## config.mk

```make
export PLATFORM = sky130hd
export DESIGN_NAME = instr_fetch_seq
export DESIGN_NICKNAME = d
export VERILOG_FILES = /design/src/rtl/fetch_pkg.sv /design/src/rtl/fetch_buf.sv /design/src/rtl/instr_fetch_seq.sv
export SDC_FILE = /design/constraint.sdc
export NUM_CORES = 1
export LEC_CHECK = 0
export CORE_ASPECT_RATIO = 0.7
export CORE_UTILIZATION = 45
export CTS_BUF_LIST = sky130_fd_sc_hd__clkbuf_8
export DETAILED_ROUTE_END_ITERATION = 10
export PLACE_DENSITY = 0.7
export SLEW_MARGIN = 40
export SYNTH_ARGS = -nofsm -noshare
export SYNTH_HDL_FRONTEND = slang
export SYNTH_SLANG_ARGS = --single-unit
```

## constraint.sdc

```tcl
create_clock -name clk -period 14.55 [get_ports clk]
set_clock_uncertainty 0.2 [all_clocks]
set_input_delay 2.91 -clock clk [delete_from_list [all_inputs] [get_ports clk]]
set_output_delay 2.91 -clock clk [all_outputs]
set_load 0.1 [all_outputs]
```

## src/rtl/fetch_pkg.sv

```systemverilog
// -----------------------------------------------------------------------------
// fetch_pkg
// Shared types and constants for the instruction fetch sequencer.
//   fetch_state_t : FETCH (assembling a word from ROM bytes) / HOLD (buffer full)
//   fetch_entry_t : one prefetch buffer slot, {pc, instr}
//   BYTES_PER_WORD: ROM bytes assembled per instruction word
//   BUF_DEPTH     : prefetch buffer depth
// -----------------------------------------------------------------------------
package fetch_pkg;

    localparam int BYTES_PER_WORD = 4;
    localparam int BUF_DEPTH      = 2;

    // Widths of the fields stored in a buffer slot.
    localparam int PC_W    = 32;
    localparam int INSTR_W = 8 * BYTES_PER_WORD;

    // Occupancy counter must hold 0..BUF_DEPTH.
    localparam int CNT_W = $clog2(BUF_DEPTH + 1);
    localparam int PTR_W = $clog2(BUF_DEPTH);

    typedef enum logic [0:0] {
        FETCH = 1'b0,
        HOLD  = 1'b1
    } fetch_state_t;

    typedef struct packed {
        logic [PC_W-1:0]    pc;
        logic [INSTR_W-1:0] instr;
    } fetch_entry_t;

endpackage : fetch_pkg

```

## src/rtl/fetch_buf.sv

```systemverilog
// -----------------------------------------------------------------------------
// fetch_buf
// Two-entry synchronous FIFO holding fetched instruction words.
// Ports:
//   clk, rst    : clock and synchronous active-high reset (empties the FIFO)
//   flush       : empties the FIFO; wins over push and pop in the same cycle
//   push        : write push_entry at the tail (ignored when full)
//   push_entry  : {pc, instr} to write
//   pop         : drop the head entry (ignored when empty)
//   head        : entry at the head of the FIFO
//   head_valid  : FIFO non-empty
//   count       : number of stored entries (0..BUF_DEPTH)
// -----------------------------------------------------------------------------
module fetch_buf
    import fetch_pkg::*;
(
    input  logic             clk,
    input  logic             rst,
    input  logic             flush,
    input  logic             push,
    input  fetch_entry_t     push_entry,
    input  logic             pop,
    output fetch_entry_t     head,
    output logic             head_valid,
    output logic [CNT_W-1:0] count
);

    fetch_entry_t     mem [BUF_DEPTH];
    logic [PTR_W-1:0] rd_ptr;
    logic [PTR_W-1:0] wr_ptr;
    logic             do_push;
    logic             do_pop;

    always_comb begin
        do_push = push && (count != CNT_W'(BUF_DEPTH));
        do_pop  = pop  && (count != '0);
    end

    // Control state: pointers and occupancy.
    always_ff @(posedge clk) begin
        if (rst || flush) begin
            rd_ptr <= '0;
            wr_ptr <= '0;
            count  <= '0;
        end else begin
            if (do_push) begin
                wr_ptr <= wr_ptr + 1'b1;
            end
            if (do_pop) begin
                rd_ptr <= rd_ptr + 1'b1;
            end
            case ({do_push, do_pop})
                2'b10:   count <= count + 1'b1;
                2'b01:   count <= count - 1'b1;
                default: count <= count;
            endcase
        end
    end

    // Storage carries no reset; occupancy alone decides what is meaningful.
    always_ff @(posedge clk) begin
        if (do_push && !flush) begin
            mem[wr_ptr] <= push_entry;
        end
    end

    always_comb begin
        head       = mem[rd_ptr];
        head_valid = (count != '0);
    end

endmodule : fetch_buf

```

## src/rtl/instr_fetch_seq.sv

```systemverilog
// -----------------------------------------------------------------------------
// instr_fetch_seq
// Fetches instructions from a byte-wide ROM one byte per cycle, assembles four
// little-endian bytes into a word and queues {pc, word} in a 2-entry prefetch
// buffer that the decode stage drains over a valid/ready handshake. Redirects
// flush every in-flight and buffered word and restart fetch at the target.
// Ports:
//   clk, rst        : clock, synchronous active-high reset
//   rom_addr        : byte address presented to the ROM
//   rom_data        : ROM byte for rom_addr, same cycle
//   instr, instr_pc : buffer head word and its PC (0 when buffer empty)
//   instr_valid     : buffer non-empty
//   instr_ready     : consumer takes the head when instr_valid is also high
//   redirect_valid  : load redirect_pc (word aligned) and flush
//   redirect_pc     : redirect target
//   fetch_busy      : sequencer is in the FETCH state
// -----------------------------------------------------------------------------
module instr_fetch_seq
    import fetch_pkg::*;
#(
    parameter int                     ADDRESS_WIDTH = 32,
    parameter int                     DATA_WIDTH    = 32,
    parameter logic [ADDRESS_WIDTH-1:0] RESET_PC    = '0
) (
    input  logic                     clk,
    input  logic                     rst,
    output logic [ADDRESS_WIDTH-1:0] rom_addr,
    input  logic [7:0]               rom_data,
    output logic [DATA_WIDTH-1:0]    instr,
    output logic [ADDRESS_WIDTH-1:0] instr_pc,
    output logic                     instr_valid,
    input  logic                     instr_ready,
    input  logic                     redirect_valid,
    input  logic [ADDRESS_WIDTH-1:0] redirect_pc,
    output logic                     fetch_busy
);

    fetch_state_t             state;
    logic [1:0]               byte_idx;
    logic [ADDRESS_WIDTH-1:0] pc;
    logic [23:0]              asm_word;

    logic                     word_done;
    logic                     push;
    logic                     pop;
    logic [CNT_W-1:0]         buf_count;
    logic [CNT_W-1:0]         count_next;
    fetch_entry_t             push_entry;
    fetch_entry_t             head;
    logic                     head_valid;

    always_comb begin
        word_done = (state == FETCH) && (byte_idx == 2'd3);
        // A redirect discards the word being completed and ignores any pop.
        push      = word_done && !redirect_valid;
        pop       = head_valid && instr_ready && !redirect_valid;

        case ({push, pop})
            2'b10:   count_next = buf_count + 1'b1;
            2'b01:   count_next = buf_count - 1'b1;
            default: count_next = buf_count;
        endcase

        push_entry.pc    = PC_W'(pc);
        push_entry.instr = INSTR_W'({rom_data, asm_word});
    end

    // pc is word aligned, so the byte index simply fills the low two bits and
    // a word fetch never crosses a word boundary (including at the top of the
    // address space).
    always_comb begin
        if (state == FETCH) begin
            rom_addr = {pc[ADDRESS_WIDTH-1:2], byte_idx};
        end else begin
            rom_addr = pc;
        end
        fetch_busy = (state == FETCH);
    end

    // Sequencer: state, byte index and program counter.
    always_ff @(posedge clk) begin
        if (rst) begin
            state    <= FETCH;
            byte_idx <= 2'd0;
            pc       <= RESET_PC;
        end else if (redirect_valid) begin
            state    <= FETCH;
            byte_idx <= 2'd0;
            pc       <= {redirect_pc[ADDRESS_WIDTH-1:2], 2'b00};
        end else begin
            case (state)
                FETCH: begin
                    byte_idx <= byte_idx + 2'd1;
                    if (word_done) begin
                        pc <= pc + ADDRESS_WIDTH'(BYTES_PER_WORD);
                        // Only start another word while a slot is free.
                        state <= (count_next == CNT_W'(BUF_DEPTH)) ? HOLD : FETCH;
                    end
                end
                HOLD: begin
                    if (pop) begin
                        state <= FETCH;
                    end
                end
                default: state <= FETCH;
            endcase
        end
    end

    // Byte assembly for the low three bytes; the top byte is taken straight
    // from the ROM in the cycle the word is written.
    always_ff @(posedge clk) begin
        if (state == FETCH) begin
            case (byte_idx)
                2'd0:    asm_word[7:0]   <= rom_data;
                2'd1:    asm_word[15:8]  <= rom_data;
                2'd2:    asm_word[23:16] <= rom_data;
                default: asm_word        <= asm_word;
            endcase
        end
    end

    fetch_buf u_buf (
        .clk        (clk),
        .rst        (rst),
        .flush      (redirect_valid),
        .push       (push),
        .push_entry (push_entry),
        .pop        (pop),
        .head       (head),
        .head_valid (head_valid),
        .count      (buf_count)
    );

    always_comb begin
        instr_valid = head_valid;
        instr       = head_valid ? DATA_WIDTH'(head.instr)  : '0;
        instr_pc    = head_valid ? ADDRESS_WIDTH'(head.pc)  : '0;
    end

endmodule : instr_fetch_seq

```

# --- Word-level counts from Yosys, hierarchy flattened ---
# Memories as Yosys holds them, arrays and structs flattened. A register that Yosys moved wholly into a read port is not among the register bits.
# Index checks and enable logic that the tools add are counted.
word_totals:
  register_bits: 63
  ram_bits: 128
  input_bits: 44
  out_inout_bits: 98
  word_cells: 63
  n_memories: 1
memory_table:
  columns: ["name", "depth", "word_bits", "read_ports", "rd_ports_with_merged_regs", "wr", "line_no", "source"]
  rows:
  - ["u_buf.mem", 2, 64, 1, 1, 1, "fetch_buf.sv:28", "fetch_entry_t mem [BUF_DEPTH];"]
classes:
  n_addsub: 6
  n_eq_ne: 10
  mux: 16
  bitwise: 1
  reduce_logical: 19
ops:
  columns: ["cell", "count"]
  rows:
  - ["32-bit two-way mux", 5]
  - ["32-bit by 3-bit adder with 32-bit output (second input constant)", 1]
  - ["2-bit == test (second input constant)", 5]
  - ["2-bit AND reduction", 5]
  - ["2-bit one-hot mux with 2 select lines", 2]
  - ["1-bit logical AND", 7]
  - ["1-bit two-way mux", 7]
  - ["2-bit by 1-bit == test with 1-bit output (second input constant)", 3]
  - ["2-bit nonzero test", 3]
  - ["2-bit by 1-bit adder with 2-bit output (second input constant)", 2]
  - ["2-bit != test (second input constant)", 2]
  - ["1-bit adder (second input constant)", 2]
  - ["2-bit zero test", 1]
  - ["2-bit two-way mux", 1]
  - ["1-bit one-hot mux with 2 select lines", 1]
  - ["2-bit OR reduction", 1]
  - ["2-bit by 1-bit subtractor with 2-bit output (second input constant)", 1]
  - ["1-bit zero test", 1]
  - ["1-bit logical OR", 1]
  - ["1-bit inverter", 1]

# --- Depth between registers and ports, before layout ---
logic_depth:
  depth_word: 9
  ltp_mapped: 11
  mapped_depth_nobuf: 10

# --- Hierarchy ---
# From an unflattened synthesis, not the netlist that was laid out.
hier_totals:
  cells_unflattened: 581
  area_unflattened_um2: 8144.1
modules_own_cells:
  columns: ["module", "instances", "cells_each", "area_per_inst_um2", "seq_area_each_um2"]
  rows:
  - ["fetch_buf", 1, 225, 4832.1, 3943.8]
  - ["instr_fetch_seq", 1, 356, 3311.9, 1381.3]

# --- Worst setup path after synthesis ---
# No wires, ideal clock.
synth_path:
  path_kind: "input port to flip-flop"
  from: "input port redirect_valid"
  to: "memory u_buf.mem[0][0] (netlist bit) (enable)"
  setup_time_ns: 0.482
  t_arrival_ns: 6.116
  required_time_ns: 13.868
  setup_slack_ns: 7.752
  cell_stages: 3
  path_buffers: 1
  cell_sequence: "clkbuf_1 or3_1 nor2_1"
synth_between:
  elab_chain_cells: 6
synth_lines:
  columns: ["element", "line_no", "source"]
  rows:
  - ["start: declaration", "instr_fetch_seq.sv:33", "input logic redirect_valid,"]
  - ["1-bit zero test (*)", "fetch_buf.sv:62, instr_fetch_seq.sv:55", null]
  - ["1-bit logical AND", "instr_fetch_seq.sv:55", "push = word_done && !redirect_valid;"]
  - ["1-bit logical AND", "fetch_buf.sv:35", "do_push = push && (count != CNT_W'(BUF_DEPTH));"]
  - ["1-bit logical AND (*)", "fetch_buf.sv:62", "if (do_push && !flush) begin"]
  - ["1-bit two-way mux (*)", "fetch_buf.sv:62", null]
  - ["1-bit two-way mux (not written as such) (*)", "fetch_buf.sv:63", "mem[wr_ptr] <= push_entry;"]
  - ["end: declaration", "fetch_buf.sv:28", null]
# Mark *: on every way between the ends. The rest lies on a longest branch, timed or not.

# --- Worst setup path in the final report ---
layout_path:
  from: "register u_buf.count[0]"
  to: "output port instr_pc[6]"
layout_between:
  elab_chain_cells: 2
layout_lines:
  columns: ["element", "line_no", "source"]
  rows:
  - ["start: declaration", "fetch_buf.sv:25", "output logic [CNT_W-1:0] count"]
  - ["start signal: assignment", "fetch_buf.sv:53", "2'b10: count <= count + 1'b1;"]
  - ["start signal: assignment", "fetch_buf.sv:54", "2'b01: count <= count - 1'b1;"]
  - ["start signal: assignment", "fetch_buf.sv:55", "default: count <= count;"]
  - ["2-bit nonzero test", "fetch_buf.sv:69", "head_valid = (count != '0);"]
  - ["32-bit two-way mux", "instr_fetch_seq.sv:138", "instr_pc = head_valid ? ADDRESS_WIDTH'(head.pc) : '0;"]
  - ["end: declaration", "instr_fetch_seq.sv:30", "output logic [ADDRESS_WIDTH-1:0] instr_pc,"]
# No other way between the ends.

==> results by stage <==
Hold path:
- The cell count of the worst hold path is 0.
- The path with the worst hold slack has its endpoint at u_buf.mem[1][21].
- The path class of the lowest-slack min-delay path is flop to flop.
- The startpoint of the lowest-slack hold path is asm_word[21].

Synthesis:
- Each instance of the synthesized netlist takes up on average ~13 µm².
- The number of standard cells after synthesis is 576.
- The flop and latch count out of synthesis is 186.
- During synthesis, Yosys emitted a total of 0 warnings.
- The part of the Yosys area used for sequential elements is between 60% and 70%.
- Counting flops with a built-in enable in the synthesized netlist gives 148.
- The flip-flop cell with the highest count after synthesis is sky130_fd_sc_hd__edfxtp_1.
- The proportion of synthesized flip-flops having asynchronous set or reset is 0%.
- The synthesized cell area is roughly 0.0077 mm².
- After synthesis, the netlist uses 49 different library cells.

Timing:
- Setup repair after global routing left no endpoint under its margin.
- The normalized max-slew margin is between 40% and 50%.
- Setup violations remaining at the end of the flow were counted as 0.
- The minimum clock period after layout is 5.59 ns.
- The final-report hold violation count came to 0.
- The final clock period utilization by the worst path is between 30% and 40%.
- The sum of negative setup slack is 0 ns.
- The slew of the pin with the lowest slew margin is approximately 0.85 ns.
- The final-report max-slew violation count is 0.
- The highest clock frequency the design can meet is approximately 180 MHz.

Placement:
- At the end of routability-driven placement, the weighted congestion stood at ~0.81.
- The area of placed instances is a little under 0.009 mm².
- Buffers placed on the I/O ports in this run total 137.
- The number of placed instances with taps included is about 920.
- The placed wire-length estimate after detailed placement is roughly 11 mm.

Die:
- The die covers around 0.018 mm².
- between 100 and 150 I/O pins were placed.
- The starting density of the core is a little under half.
- The number of placement rows is 39.
- The floorplan die width is around 160 µm.
- The total core area is between 0.015 and 0.02 mm².
- The die boundary height is 111 µm.

Detailed routing:
- The number of design rule violations left after detail routing is 0.
- For this block, the via count after detailed routing is slightly above 5k.
- Once detail routing completed, the nets flagged for antenna violations numbered 0.
- The first-pass iteration count of the detailed router is 5.
- Dividing the detail-routed wire length by the instance count gives about 18 µm.
- Using the TritonRoute via totals, the vias-per-cell ratio works out to 5.40.
- The detailed router's first-iteration violation count is 320.
- After detailed routing, the total wire length is 17.2 mm.

Power:
- Dividing total power by cell area gives a power density of 110 mW/mm².
- The standby leakage power is 0.00322 µW.
- The peak supply drop is ~0.000066 V.
- The overall power after layout is around 1000 µW.

Setup path:
- STA puts the critical path data required time at 11.44 ns.
- The setup check on the worst reg-to-reg path leaves a slack of between 10 and 15 ns.
- The depth of the most critical reg-to-reg path is 5.
- In this run the worst path has a maximum fanout of 43.
- The critical path's slowest cell is sky130_fd_sc_hd__ha_2.
- The startpoint identified for the worst register-to-register timing path is byte_idx[0].
- The largest single stage delay on the critical path is roughly 0.52 ns.
- The worst setup path is launched from a flop.
- The arrival time at the worst endpoint is around 2.5 ns.
- In this design, the largest share of critical-path delay is due to buffers and inverters.
- The end of the worst register-to-register path is u_buf.mem[1][29].
- STA classifies the critical path endpoint as a primary output.
- The critical path is of the flop to primary output type.
- The critical path goes through inv_1, ha_2, buf_4, nor2_1, buf_2.
- The critical path buffer and inverter count is 3.

Clocking:
- TritonCTS built the clock tree.
- The clock sink count is approximately 190.
- The number of buffers created by CTS is 17.
- The count of buffers added by post-CTS timing repair for setup is 0.
- After clock tree synthesis, the clock-pin slew on the worst setup and hold paths is ~0.10 ns.
- The clock tree root driver cell is sky130_fd_sc_hd__clkbuf_8.
- Hold repair after CTS inserted 0 buffers.
- The insertion delay of the later-clocked pin in the worst-skew pair is 0.45 ns.
- The count of cells resized by post-cts repair is 0.
- CTS built an H-tree with a depth of 4.
- The buffer levels on the longest clock path is 2.

Cells and area:
- The final standard cell count with taps included and fillers excluded is around 950.
- Once layout is complete, the utilization of the core stands at ~56%.
- The library cell used most frequently in the layout, excluding fill and tap cells, is sky130_fd_sc_hd__edfxtp_1.
- The total inserted antenna cells is 0.
- The final layout net count is approximately 760.
- The area added between synthesis and finish is 20.0%.
- The library cells used most frequently in the layout, excluding fill and tap cells, are sky130_fd_sc_hd__edfxtp_1 (148), sky130_fd_sc_hd__buf_2 (96), sky130_fd_sc_hd__nor2_1 (95), sky130_fd_sc_hd__mux2i_1 (64), sky130_fd_sc_hd__clkdlybuf4s50_1 (41).
- Cells with a size suffix above 1 make up about a fifth of the layout.
- The cell area after layout is ~0.0092 mm².

Status:
- The run finished with clean final reports.

Global routing:
- Entering global routing, the biggest net connects 53 pins.
- The overall global routing resource usage is between 20% and 30%.
- The initial antenna violation count is 0.
- The final global-route overflow total is 0.
- The first global-routing pass estimated between 20 and 30 mm of wire.
- The via count of the first global-routing pass came to 5,046.

Run:
- The count of maximum capacitance violations is 0.
synth_stat cells, drive strengths merged (2+ instances only):
cell    number  share of area, %
a211oi      12               1.2
a311oi      13               1.5
a32oi        2              0.23
and3         5              0.41
and4         5              0.59
buf         12              0.70
clkbuf      19              0.93
dfxtp       38               9.9
edfxtp     148                58
ha          10               1.6
inv         14              0.68
mux2i       64               8.3
nand2       24               1.2
nand2b       4              0.33
nand3        8              0.52
nand4       11               1.2
nor2        97               4.7
nor2b        6              0.49
nor4         4              0.33
o211ai       3              0.29
o21ai       14              0.91
o31ai        8              0.78
or3         12              0.98
or4         14               1.5
xnor2        5              0.57
xor2         8              0.91
metrics by stage:
stage	setup slack (ns)	hold slack, ns
after global routing	8.78	0.240
after floorplan	7.75	0.221
after CTS	8.91	0.242
final	8.96	0.234
after global placement	8.55	0.222
after detailed placement	8.52	0.229
worst max-delay path by stage:
stage	start	to	slack [ns]	cells after the start
finish	u_buf.count[0]	instr_pc[6]	8.96	5
global route	u_buf.count[0]	instr_pc[6]	8.78	5
CTS	u_buf.count[0]	instr_pc[6]	8.91	5
detailed placement	redirect_valid	u_buf.mem[1][19]	8.52	4
global placement	redirect_valid	u_buf.mem[1][19]	8.55	4
floorplan	redirect_valid	u_buf.mem[0][0]	7.75	3
flip-flops by register name (all words and copies together), names as in the netlist, named ones only:
name	cells
pc	30
asm_word	24
u_buf.wr_ptr	1
u_buf.count	2
byte_idx	2
u_buf.rd_ptr	1
u_buf.mem	124
state	1
kinds of logic (layout without fill, tap and decap cells):
| group | after synthesis | after routing | share of synthesized area, % |
|---|---|---|---|
| AOI/OAI and AO/OA | 59 | 59 | 5.59 |
| xor gates and xnor gates | 13 | 13 | 1.48 |
| other | 1 | 2 | 0.0487 |
| buffers and inverters | 46 | 191 | 2.36 |
| muxes | 64 | 64 | 8.32 |
| adders and majority gates | 10 | 10 | 1.63 |
| and+or+nand+nor | 197 | 197 | 12.9 |
| DFF | 186 | 186 | 67.6 |
cell type report:
cell class | count | area (µm²)
fillers | 1446 | 7260
clock inverters | 15 | 146
flip-flops and latches | 186 | 5210
repair buffers | 144 | 968
clock buffers | 17 | 234
inverters | 15 | 56.3
multi-input cells | 345 | 2340
well taps | 225 | 282
power by group:
group / total [µW] / internal, µW / switching (µW)
registers: 599 / 584 / 15.6
logic: 93.5 / 22.3 / 71.2
clock network: 328 / 139 / 189
layer usage:
layer | wire [µm] | vias to the layer above | GRT usage (%)
li1 | - | 2423 | -
met1 | 8260 | 2479 | 29.2
met2 | 7560 | 196 | 29.7
met3 | 1150 | 16 | 5.06
met4 | 224 | 0 | 6.99
met5 | 0 | - | 0
Power figures use the tool's default switching activity.
